### config.mk
export PLATFORM = sky130hd
export DESIGN_NAME = sha256_host_feeder
export DESIGN_NICKNAME = d
export VERILOG_FILES = /design/src/rtl/sha256_host_feeder.sv
export SDC_FILE = /design/constraint.sdc
export NUM_CORES = 1
export LEC_CHECK = 0
export ABC_AREA = 1
export BUFFER_PORTS_ARGS = -buffer_cell sky130_fd_sc_hd__buf_2
export CAP_MARGIN = 40
export CORE_MARGIN = 3
export CORE_UTILIZATION = 35
export DETAILED_ROUTE_END_ITERATION = 10
export SLEW_MARGIN = 20
export SYNTH_ARGS = -nofsm -noshare
export SYNTH_HDL_FRONTEND = slang
export SYNTH_SLANG_ARGS = --single-unit
### constraint.sdc
create_clock -name clk -period 2.2 [get_ports clk]
set_clock_uncertainty 0.2 [all_clocks]
set_input_delay 0.33 -clock clk [delete_from_list [all_inputs] [get_ports clk]]
set_output_delay 0.33 -clock clk [all_outputs]
set_load 0.1 [all_outputs]
### src/rtl/sha256_host_feeder.sv
`default_nettype none
// ============================================================================
// Module   : sha256_host_feeder
// Purpose  : Host-side driver for a single-block SHA-256 core. Buffers a
//            1..MAX_BYTES message from a byte stream, streams the padded
//            64-byte block into the core, collects the 16 x 16-bit digest
//            words and presents the 256-bit result on a valid/ready output.
//            Over-long messages are drained and reported with m_error.
// Ports    : clk, rst_n                  clock, async active-low reset
//            s_valid/s_ready/s_data/s_last   message byte stream in
//            core_load/core_msg/core_hash    SHA-256 core byte interface
//            m_valid/m_ready/m_digest/m_error result out
//            busy                        high unless idle in COLLECT
// Revision : 1.0  initial release
// ============================================================================
module sha256_host_feeder #(
  parameter int MAX_BYTES  = 55,
  parameter int HASH_LAT   = 99,
  parameter int HASH_WORDS = 16,
  parameter int GAP        = 4
) (
  input  logic         clk,
  input  logic         rst_n,
  input  logic         s_valid,
  output logic         s_ready,
  input  logic [7:0]   s_data,
  input  logic         s_last,
  output logic         core_load,
  output logic [7:0]   core_msg,
  input  logic [15:0]  core_hash,
  output logic         m_valid,
  input  logic         m_ready,
  output logic [255:0] m_digest,
  output logic         m_error,
  output logic         busy
);

  localparam int LW = 6;
  localparam int CW = $clog2(HASH_LAT + HASH_WORDS + GAP + 2);

  localparam logic [LW-1:0] C_MAX_LEN   = LW'(MAX_BYTES);
  localparam logic [CW-1:0] C_LAST_BYTE = CW'(63);
  localparam logic [CW-1:0] C_WAIT_END  = CW'(HASH_LAT);
  localparam logic [CW-1:0] C_CAP_END   = CW'(HASH_LAT + HASH_WORDS);
  localparam logic [CW-1:0] C_GAP_END   = CW'(HASH_LAT + HASH_WORDS + GAP);

  typedef enum logic [2:0] {
    ST_COLLECT = 3'd0,
    ST_DROP    = 3'd1,
    ST_SEND    = 3'd2,
    ST_WAIT    = 3'd3,
    ST_CAPTURE = 3'd4,
    ST_GAP     = 3'd5,
    ST_RESULT  = 3'd6
  } state_t;

  state_t          state_q, state_d;
  logic [LW-1:0]   len_q, len_d;
  logic [CW-1:0]   cnt_q, cnt_d;
  logic            core_load_q, core_load_d;
  logic [7:0]      core_msg_q, core_msg_d;
  logic            m_valid_q, m_valid_d;
  logic            m_error_q, m_error_d;
  logic [255:0]    digest_q, digest_d;
  logic            busy_q, busy_d;
  logic [7:0]      buf_q [MAX_BYTES];
  logic            buf_wr, buf_clr;

  logic [LW-1:0]   w_idx;
  logic [15:0]     w_len_bits;
  logic [7:0]      w_pad;

  assign s_ready   = rst_n && (state_q == ST_COLLECT || state_q == ST_DROP);
  assign core_load = core_load_q;
  assign core_msg  = core_msg_q;
  assign m_valid   = m_valid_q;
  assign m_error   = m_error_q;
  assign m_digest  = digest_q;
  assign busy      = busy_q;

  // The register stage means the byte chosen while cnt_q == i is the one the
  // core sees in the following cycle; cnt_q therefore runs one ahead of the
  // core-visible cycle number (core_load is visible while cnt_q == 1).
  assign w_idx      = cnt_q[LW-1:0];
  assign w_len_bits = {7'd0, len_q, 3'd0};

  always_comb begin
    w_pad = 8'h00;
    if (w_idx < len_q)       w_pad = buf_q[w_idx];
    else if (w_idx == len_q) w_pad = 8'h80;
    else if (w_idx == 6'd62) w_pad = w_len_bits[15:8];
    else if (w_idx == 6'd63) w_pad = w_len_bits[7:0];
  end

  always_comb begin
    state_d     = state_q;
    len_d       = len_q;
    cnt_d       = cnt_q;
    core_load_d = 1'b0;
    core_msg_d  = 8'h00;
    m_valid_d   = m_valid_q;
    m_error_d   = m_error_q;
    digest_d    = digest_q;
    buf_wr      = 1'b0;
    buf_clr     = 1'b0;

    unique case (state_q)
      ST_COLLECT: begin
        if (s_valid) begin
          if (len_q == C_MAX_LEN) begin
            // This byte would not fit in one block.
            if (s_last) begin
              state_d   = ST_RESULT;
              m_valid_d = 1'b1;
              m_error_d = 1'b1;
              digest_d  = '0;
            end else begin
              state_d = ST_DROP;
            end
          end else begin
            buf_wr = 1'b1;
            len_d  = len_q + 6'd1;
            if (s_last) begin
              state_d = ST_SEND;
              cnt_d   = '0;
            end
          end
        end
      end
      ST_DROP: begin
        if (s_valid && s_last) begin
          state_d   = ST_RESULT;
          m_valid_d = 1'b1;
          m_error_d = 1'b1;
          digest_d  = '0;
        end
      end
      ST_SEND: begin
        core_load_d = (cnt_q == '0);
        core_msg_d  = w_pad;
        cnt_d       = cnt_q + 1'b1;
        if (cnt_q == C_LAST_BYTE) state_d = ST_WAIT;
      end
      ST_WAIT: begin
        cnt_d = cnt_q + 1'b1;
        if (cnt_q == C_WAIT_END) state_d = ST_CAPTURE;
      end
      ST_CAPTURE: begin
        // Word k is sampled while cnt_q == HASH_LAT+1+k, i.e. core cycle HASH_LAT+k.
        digest_d = {digest_q[239:0], core_hash};
        cnt_d    = cnt_q + 1'b1;
        if (cnt_q == C_CAP_END) state_d = ST_GAP;
      end
      ST_GAP: begin
        cnt_d = cnt_q + 1'b1;
        if (cnt_q == C_GAP_END) begin
          state_d   = ST_RESULT;
          m_valid_d = 1'b1;
        end
      end
      ST_RESULT: begin
        if (m_ready) begin
          state_d   = ST_COLLECT;
          m_valid_d = 1'b0;
          m_error_d = 1'b0;
          digest_d  = '0;
          len_d     = '0;
          buf_clr   = 1'b1;
        end
      end
      default: state_d = ST_COLLECT;
    endcase

    busy_d = !((state_d == ST_COLLECT) && (len_d == '0));
  end

  always_ff @(posedge clk or negedge rst_n) begin
    if (!rst_n) begin
      state_q     <= ST_COLLECT;
      len_q       <= '0;
      cnt_q       <= '0;
      core_load_q <= 1'b0;
      core_msg_q  <= 8'h00;
      m_valid_q   <= 1'b0;
      m_error_q   <= 1'b0;
      digest_q    <= '0;
      busy_q      <= 1'b0;
    end else begin
      state_q     <= state_d;
      len_q       <= len_d;
      cnt_q       <= cnt_d;
      core_load_q <= core_load_d;
      core_msg_q  <= core_msg_d;
      m_valid_q   <= m_valid_d;
      m_error_q   <= m_error_d;
      digest_q    <= digest_d;
      busy_q      <= busy_d;
    end
  end

  always_ff @(posedge clk or negedge rst_n) begin
    if (!rst_n) begin
      for (int i = 0; i < MAX_BYTES; i++) buf_q[i] <= 8'h00;
    end else if (buf_clr) begin
      for (int i = 0; i < MAX_BYTES; i++) buf_q[i] <= 8'h00;
    end else if (buf_wr) begin
      buf_q[len_q] <= s_data;
    end
  end

endmodule
`default_nettype wire

# Word-level counts from Yosys, hierarchy flattened
# Cells that the tools add are included.
classes:
  eq_ne: 21
  n_mux: 52
  magnitude_cmp: 4
  bitwise_logic: 2
  addsub: 2
  reduce_logical: 20
op_table:
  columns: ["op", "count"]
  rows:
  - ["256-bit two-way mux", 5]
  - ["256-bit one-hot mux with 4 select lines", 1]
  - ["440-bit two-way mux", 2]
  - ["440-bit bitwise mux", 1]
  - ["8-bit two-way mux", 8]
  - ["8-bit binary-select mux with 6-bit select", 1]
  - ["8-bit demux with 6-bit select", 1]
  - ["3-bit two-way mux", 10]
  - ["7-bit equality test (second input constant)", 3]
  - ["7-bit two-way mux", 3]
  - ["3-bit one-hot mux with 7 select lines", 1]
  - ["6-bit equality test (second input constant)", 3]
  - ["6-bit two-way mux", 3]
  - ["7-bit greater-or-equal comparator (second input constant)", 2]
  - ["6-bit NOT with 7-bit output", 2]
  - ["7-bit one-hot mux with 2 select lines", 1]
  - ["1-bit two-way mux", 12]
  - ["6-bit one-hot mux with 2 select lines", 1]
  - ["6-bit AND reduction", 2]
  - ["2-bit inequality test (second input constant)", 5]
  - ["3-bit equality test (second input constant)", 3]
  - ["4-bit nonzero test", 2]
  - ["7-bit by 1-bit adder with 7-bit output (second input constant)", 1]
  - ["7-bit by 6-bit equality test with 1-bit output (second input constant)", 1]
  - ["20 further kinds", 27]
word_totals:
  in_bits: 29
  regBits: 724
  out_inout_bits: 269

# Logic depth before layout (Yosys ltp)
# Gate-level depths: netlist of the first run.
depth:
  word_depth: 8
  mapped_depth: 13
  mapped_depth_nobuf: 11

# Worst setup path before layout of the first run
# OpenSTA, ideal clock, no wires.
synth_path:
  kind: "reg2out"
  start: "register state_q[1]"
  end: "output s_ready"
  arrival_ns: 1.875
  setup_slack_ns: -0.205
  path_buffers: 0
  path_stages_with_launch: 4
  path_cell_list: "dfrtp_1 > inv_1 > nand2_1 > nor2_1"
synth_between:
  elab_chain_cells: 3
synth_rtl:
  columns: ["item", "line", "source"]
  rows:
  - ["from (decl)", "57", "state_t state_q, state_d;"]
  - ["from (signal assigned)", "189", "state_q <= state_d;"]
  - ["3-bit by 1-bit equality test with 1-bit output or 3-bit zero test (tied branches)", "73", "assign s_ready = rst_n && (state_q == ST_COLLECT || state_q == ST_DROP);"]
  - ["1-bit logical OR *", "73", null]
  - ["1-bit logical AND *", "73", null]
  - ["to (decl)", "25", "output logic s_ready,"]
# Mark *: on every way between the ends. The rest lies on a longest branch, timed or not.

# Final worst setup path of the first run
layout_path:
  start: "register cnt_q[0]"
  end: "register core_msg_q[0] (netlist: core_msg[0])"
layout_between:
  elab_chain_cells: 6
layout_rtl:
  columns: ["item", "line", "source"]
  rows:
  - ["from (decl)", "59", "logic [CW-1:0] cnt_q, cnt_d;"]
  - ["from (signal assigned)", "191", "cnt_q <= cnt_d;"]
  - ["6-bit NOT with 7-bit output (implied by the code)", "89", "if (w_idx < len_q) w_pad = buf_q[w_idx];"]
  - ["8-bit binary-select mux with 6-bit select", "89", null]
  - ["8-bit two-way mux (implied by the code) (2 in series)", "89", null]
  - ["8-bit two-way mux *", "89", null]
  - ["8-bit two-way mux *", "107", "unique case (state_q)"]
  - ["via core_msg_d[0]", "61", "logic [7:0] core_msg_q, core_msg_d;"]
  - ["to (signal assigned)", "193", "core_msg_q <= core_msg_d;"]
  - ["to (decl)", "61", null]
# Mark *: on every way through the listed nets, which the timed path passes. The rest lies on a longest branch. The select of a mux whose other input is x is not followed.
# A chain may end at the register's enable or synchronous reset.

==> out/qor.yml, run 1 <==
outcome:
  outcome: "finished, violations left"
  violations: "negative setup slack"
placed_design:
  port-buffer-count: 297
  routabilityCongestion: 0.942
  dp.final_hpwl_um: 73200
yosys:
  postSynthCellCount: 3813
  yosysWarnings: 0
  syn-mean-instance-area_sq_um: 8.48
  synth_fa_ha_area_frac: 0.00387
  synth_top_family_by_area: "simple AND/OR/NAND/NOR gates"
  synth_seq_cells: 724
  synth_fp_nets: 3852
  muxShareOfSynthArea: 0
  synthSimpleGateAreaFrac: 0.180
  synth_seq_area_share: 0.560
  netlist_area_sq_mm: 0.0324
  synth-compound-area-share: 0.145
  synthXorXnorAreaFrac: 0.00135
  synth.distinct_cells: 38
sta:
  hold_viol: 0
  timing.final.crit_period_ns: 2.21
  slew_viol_final: 0
  fin_crit_sh: 1.01
  worst_pin_slew_ns: 0.733
  worst_slack_ns: -0.0132
  slew_headroom: 0.511
  rsz0062_at_grt: "yes"
  fmax_mhz: 452
  setup_viol: 1
grt:
  grt_max_degree: 128
  grt_pass1_wl_um: 164000
  grt_use_total: 0.219
  antenna_found_initial: 3
  grt_pass1_vias: 27600
  grt_overflow: 0
worst_setup_path:
  critPathTopFamily: "buffers and inverters"
  cp_slowest_cell: "dfrtp_4"
  crit_required_ns: 2.53
  critPathKind: "reg -> reg"
  worst-path-max-fanout: 6
  cp_slowest_stage_delay_ns: 0.49
  path_cells: "buf_12 -> inv_16 -> buf_16 -> buf_4 -> nand2_1 -> nand3_1 -> nand2_1 -> nand2_1 -> nand2_1 -> o21ai_1 -> buf_4 -> nand2_1 -> nor2_1 -> nor2_1"
  crit_buf_inv: 5
  crit_top_cell: "nand2_1"
  arrival_ns: 2.54
  critPathLaunchType: "flop"
  endpoint_kind: "flop"
finish:
  num-fill-cells: 8734
  multi_input_area_sq_mm: 0.0112
  final_common_cell: "nand2_1"
  final_nets: 4359
  post-route-util: 0.456
  diodes: 0
  synthToLayoutAreaGrowth_pct: 28.1
  layout-drive-gt1-share: 0.220
  seq_area_sq_mm: 0.0181
  final_cell_mix: "840 x nand2_1, 719 x dfrtp_1, 673 x inv_1"
detailed_routing:
  viasPerCell: 5.17
  vias: 28800
  drt-total-wl_um: 109000
  wl_per_cell_um: 19.6
  ant_nets: 0
  drt-initial-drc-count: 2873
  dr.pass1.iters: 6
  post-route-drc-count: 0
floorplanning:
  start_util: 0.356
  io_pins: 298
  die_h_um: 310
  row_count: 110
  die_w_um: 310
  dieArea_sq_mm: 0.0961
  coreArea_sq_mm: 0.0908
cts:
  htreeDepth: 3
  cts.sinks: 724
  root_buffer: "clkbuf_16"
  cts_buffers: 79
  clock_latency_ns: 0.64
  cts_tree: "done"
  clockBufferDepth: 3
  cts.clk_slew.worst_paths_ns: 0.06
worst_hold_path:
  hp-class: "in -> reg"
flow_run:
  max_cap_viol_count: 0
-- metrics by stage --
step	TNS [ns]	hold WS (ns)	setup WS, ns	std cells	cell area, sq um
final	-0.0132	0.0664	-0.0132	5559	41400
after global routing	-0.199	0.0845	-0.0859	5559	41400
after CTS	-0.0461	0.00691	-0.0461	5532	40400
after detailed placement	-2.00	0.196	-0.166	5356	37300
after global placement	-1.03	0.194	-0.139	5355	37300
after floorplan	0	-0.166	0.0936	3813	32400
-- what timing repair did --
item / CTS / global route
gates cloned: 3 / 12
pin swaps: 0 / 44
setup endpoints to repair: 104 / 457
setup buffers: 3 / 18
endpoints found under the hold margin: 751 / 0
hold buffers: 26 / 0
gates resized for setup: 38 / 226
-- worst min-delay path, delay by kind of cell --
family                 cells  cell delay, ns
and+or+nand+nor            4            0.33
buffers and inverters      2            0.20
-- Yosys cell counts --
master	number	area, sq um
o211ai_1	3	22.5
buf_1	13	48.8
nor3_4	1	16.3
nand3_2	9	90.1
xnor2_1	1	8.76
a31oi_1	1	6.26
a21oi_1	11	55.1
nor2_1	125	469
nand2_1	927	3480
clkinv_2	1	5.00
o31ai_1	1	7.51
nand3b_1	1	7.51
nand3_1	268	1340
clkinv_1	2	7.51
nor2_4	2	22.5
buf_2	29	145
o21ai_1	13	65.1
nor3_1	6	30.0
clkbuf_1	136	510
nand3_4	1	17.5
nand4_4	4	85.1
inv_2	9	33.8
buf_4	31	233
nor3_2	5	50.1
o21ai_2	8	70.1
ha_1	10	125
xor2_1	4	35.0
a21o_1	1	7.51
o21a_1	1	7.51
nor4_1	1	6.26
nand2_2	26	163
and3_1	1	6.26
dfrtp_1	724	18100
inv_1	681	2560
nand4_1	4	25.0
o22ai_1	554	3470
buf_6	3	33.8
o21ai_0	195	976
-- layer usage --
| metal | vias to the layer above | global-route usage | share of wire |
|---|---|---|---|
| met5 | - | 0 | 0.00012 |
| met4 | 2 | 0.0725 | 0.034 |
| met3 | 208 | 0.0439 | 0.075 |
| met2 | 1064 | 0.339 | 0.45 |
| met1 | 14000 | 0.307 | 0.44 |
| li1 | 13500 | - | - |
-- sequential cells by signal, summed over array words and instances (netlist names) --
signal / count
buf_q: 440
m_error: 1
cnt_q: 7
m_valid: 1
core_msg: 8
len_q: 6
busy: 1
m_digest: 256
core_load: 1
state_q: 3
-- logic make-up (layout without fill, tap and decap cells) --
logic type | after synthesis | after routing
fa+ha+maj | 10 | 10
flops | 724 | 724
xor+xnor | 5 | 5
compound gates | 788 | 788
buf+inv | 905 | 1475
simple gates | 1381 | 1381
-- layout make-up --
class,instances,share of cell area
clock inverter,31,0.0103
clock buffer,113,0.0549
sequential,724,0.437
inverter,693,0.0637
timing repair buffer,636,0.126
multi-input combinational,2184,0.271
tap,1176,0.0355
timing repair inverter,2,0.000996
-- worst paths after layout --
check	startpoint	endpoint	slack, ns	cells after the start
worst max-delay path	cnt_q[0]$_DFFE_PN0P_	core_msg[0]$_DFF_PN0_	-0.01	14
max in group asynchronous	rst_n	buf_q[3]$_DFFE_PN0P_	0.82	4
worst min register to register	buf_q[433]$_DFFE_PN0P_	buf_q[433]$_DFFE_PN0P_	0.28	2
worst min-delay path	m_ready	len_q[5]$_DFF_PN0_	0.07	6
worst max register to register	cnt_q[0]$_DFFE_PN0P_	core_msg[0]$_DFF_PN0_	-0.01	14
min in group asynchronous	rst_n	buf_q[113]$_DFFE_PN0P_	0.12	3
Power of run 1 is left out: the tool's default activity adds up to more than one toggle a clock period on the data nets, which glitch-free logic cannot reach.
==> run 2: changes to the inputs <==
Clock period 2.2 ns to 2.1 ns, I/O delays scaled along.
==> run 2 against run 1 <==
The run still ends with negative setup slack left. Register-to-register slack lost 0.10 ns. Die area is the same. Cell area grew 6.6%. Critical path depth shrank 2. Core utilization grew 3.0 points. Largest cell class unchanged. Sequential cell count is the same. Highest routed layer unchanged.
==> out/qor.yml, run 2 (synthesis results as in run 1) <==
outcome:
  outcome: "finished, violations left"  # unchanged
  violations: "negative setup slack"  # unchanged
cts:
  clockBufferDepth: 3  # unchanged
  clock_latency_ns: 0.66  # was 0.64 ns
  root_buffer: "clkbuf_16"  # unchanged
  cts_tree: "done"  # unchanged
  htreeDepth: 3  # unchanged
  cts_buffers: 81  # was 79
  cts.sinks: 724  # unchanged
  cts.clk_slew.worst_paths_ns: 0.07  # was 0.06 ns
sta:
  fin_crit_sh: 1.06  # was 1.01
  setup_tns_ns: -6.27  # was -0.0132 ns
  worst_pin_slew_ns: 0.641  # was 0.733 ns
  setup_viol: 194  # was 1
  hold-worst-slack_ns: 0.0515  # was 0.0664 ns
  slew_viol_final: 0  # unchanged
  hold_viol: 0  # unchanged
  slew_headroom: 0.572  # was 0.511
  timing.final.crit_period_ns: 2.22  # was 2.21 ns
  worst_slack_ns: -0.116  # was -0.0132 ns
  fmax_mhz: 451  # was 452 MHz
  rsz0062_at_grt: "yes"  # unchanged
finish:
  final_nets: 4445  # was 4,359
  final_cell_area_sq_mm: 0.0442  # was 0.0414 sq mm
  final_common_cell: "nand2_1"  # unchanged
  top_register: "buf_q"  # unchanged
  largest_reg_flops: 440  # unchanged
  final_cell_mix: "819 x nand2_1, 718 x dfrtp_1, 669 x inv_1"  # was 840 x nand2_1, 719 x dfrtp_1, 673 x inv_1
  layout-drive-gt1-share: 0.263  # was 0.220
  synthToLayoutAreaGrowth_pct: 36.5  # was 28.1%
  finalNonFillerCells: 5643  # was 5,559
worst_setup_path:
  endpoint_kind: "flop"  # unchanged
  worst-path-max-fanout: 8  # was 6
  critPathLaunchType: "flop"  # unchanged
  ff2ff_setup_slack_ns: -0.12  # was -0.01 ns
  crit_required_ns: 2.44  # was 2.53 ns
  reg2reg_to: "core_msg[5]$_DFF_PN0_"  # was core_msg[0]$_DFF_PN0_
  rr_startpoint: "cnt_q[0]$_DFFE_PN0P_"  # unchanged
  crit_start: "cnt_q[0]$_DFFE_PN0P_"  # unchanged
  critPathKind: "reg -> reg"  # unchanged
  ff2ff_path_depth: 12  # was 14
  arrival_ns: 2.56  # was 2.54 ns
  setup.worst_path.end: "core_msg[5]$_DFF_PN0_"  # was core_msg[0]$_DFF_PN0_
grt:
  grt_use_met1: 0.313  # was 0.307
  antenna_found_initial: 1  # was 3
  use_met2: 0.348  # was 0.339
  grt_use_total: 0.223  # was 0.219
  grt_pass1_wl_um: 168000  # was 164,000 um
  grt_overflow: 0  # unchanged
  grt_pass1_vias: 28100  # was 27.6k
  grt-busiest-layer: "met2"  # unchanged
  grt_max_degree: 114  # was 128
  grt_util_met3: 0.0402  # was 0.0439
power:
  power_density_mw_per_mm2: 1920
  leakage_nw: 22.0
  power.total_mw: 84.8
  irDropWorstVdd_mv: 0.775
floorplanning:
  die_h_um: 310  # unchanged
  dieArea_sq_mm: 0.0961  # unchanged
  start_util: 0.356  # unchanged
  io_pins: 298  # unchanged
  die_w_um: 310  # unchanged
  row_count: 110  # unchanged
  coreArea_sq_mm: 0.0908  # unchanged
placed_design:
  dp.cells: 5365  # was 5,356
  routabilityCongestion: 0.952  # was 0.942
  port-buffer-count: 297  # unchanged
  placed_area_sq_mm: 0.0374  # was 0.0373 sq mm
  dp.final_hpwl_um: 73100  # was 73,200 um
detailed_routing:
  vias: 30100  # was 28.8k
  post-route-drc-count: 0  # unchanged
  dr.pass1.iters: 6  # unchanged
  viasPerCell: 5.33  # was 5.17
  drt-initial-drc-count: 3354  # was 2,873
  ant_nets: 0  # unchanged
  wl_per_cell_um: 21.5  # was 19.6 um
  drt-total-wl_um: 121000  # was 109,000 um
worst_hold_path:
  hp-class: "in -> async"  # was in -> reg
flow_run:
  max_cap_viol_count: 0  # unchanged
run 2: worst min path at each step:
stage	from	end	slack, ns
6_report	rst_n	buf_q[29]$_DFFE_PN0P_	0.05
5_1_grt	m_ready	m_error$_DFFE_PN0P_	0.06
4_1_cts	m_ready	len_q[5]$_DFF_PN0_	0.001
3_5_place_dp	rst_n	buf_q[29]$_DFFE_PN0P_	0.10
3_3_place_gp	rst_n	buf_q[29]$_DFFE_PN0P_	0.10
2_1_floorplan	rst_n	buf_q[0]$_DFFE_PN0P_	-0.18
run 2: layout make-up:
class,count,area [sq um]
fillers,8494,46700
clock inverters,32,412
multi-input cells,2185,12400
flip-flops and latches,724,18100
repair buffers,720,6870
diodes,1,2.50
repair inverters,1,8.76
well taps,1176,1470
clock buffers,111,2270
inverters,693,2650
run 2: report_power, final:
group	total (mW)	switching [mW]	internal [mW]
Clock	14.4	6.15	8.28
Combinational	48.9	34.7	14.2
Sequential	21.5	2.26	19.2
run 2: repair_timing:
| action | CTS | global route |
|---|---|---|
| gates cloned | 10 | 47 |
| hold endpoints to repair | 558 | 0 |
| setup buffers | 14 | 43 |
| pin swaps | 20 | 54 |
| hold buffers | 27 | 0 |
| endpoints found under the setup margin | 263 | 704 |
| resized for setup | 164 | 376 |
run 2: metal layers:
layer	up-vias	share of wire	wire length [um]
met5	-	0.00011	13
met4	2	0.048	5820
met3	326	0.089	10800
met2	1404	0.45	54200
met1	14700	0.42	50300
li1	13700	-	-
run 2: metrics by stage:
step / utilization / setup slack [ns]
floorplan: - / 0.0174
global placement: 0.411 / -0.179
detailed placement: 0.411 / -0.185
CTS: 0.453 / -0.116
global route: 0.486 / -0.193
finish: 0.486 / -0.116
run 2: worst max-delay path, stage by stage (launching register included):
cell and delay (ns):
dfrtp_4 0.55, buf_12 0.20, buf_12 0.17, buf_4 0.13
nand2_1 0.07, nand3_2 0.09, o21ai_1 0.08, nand2_1 0.09
nand2_2 0.10, o21ai_2 0.16, nand2_2 0.09, nor2_2 0.11
nor2_1 0.05
Power figures use the tool's default switching activity.
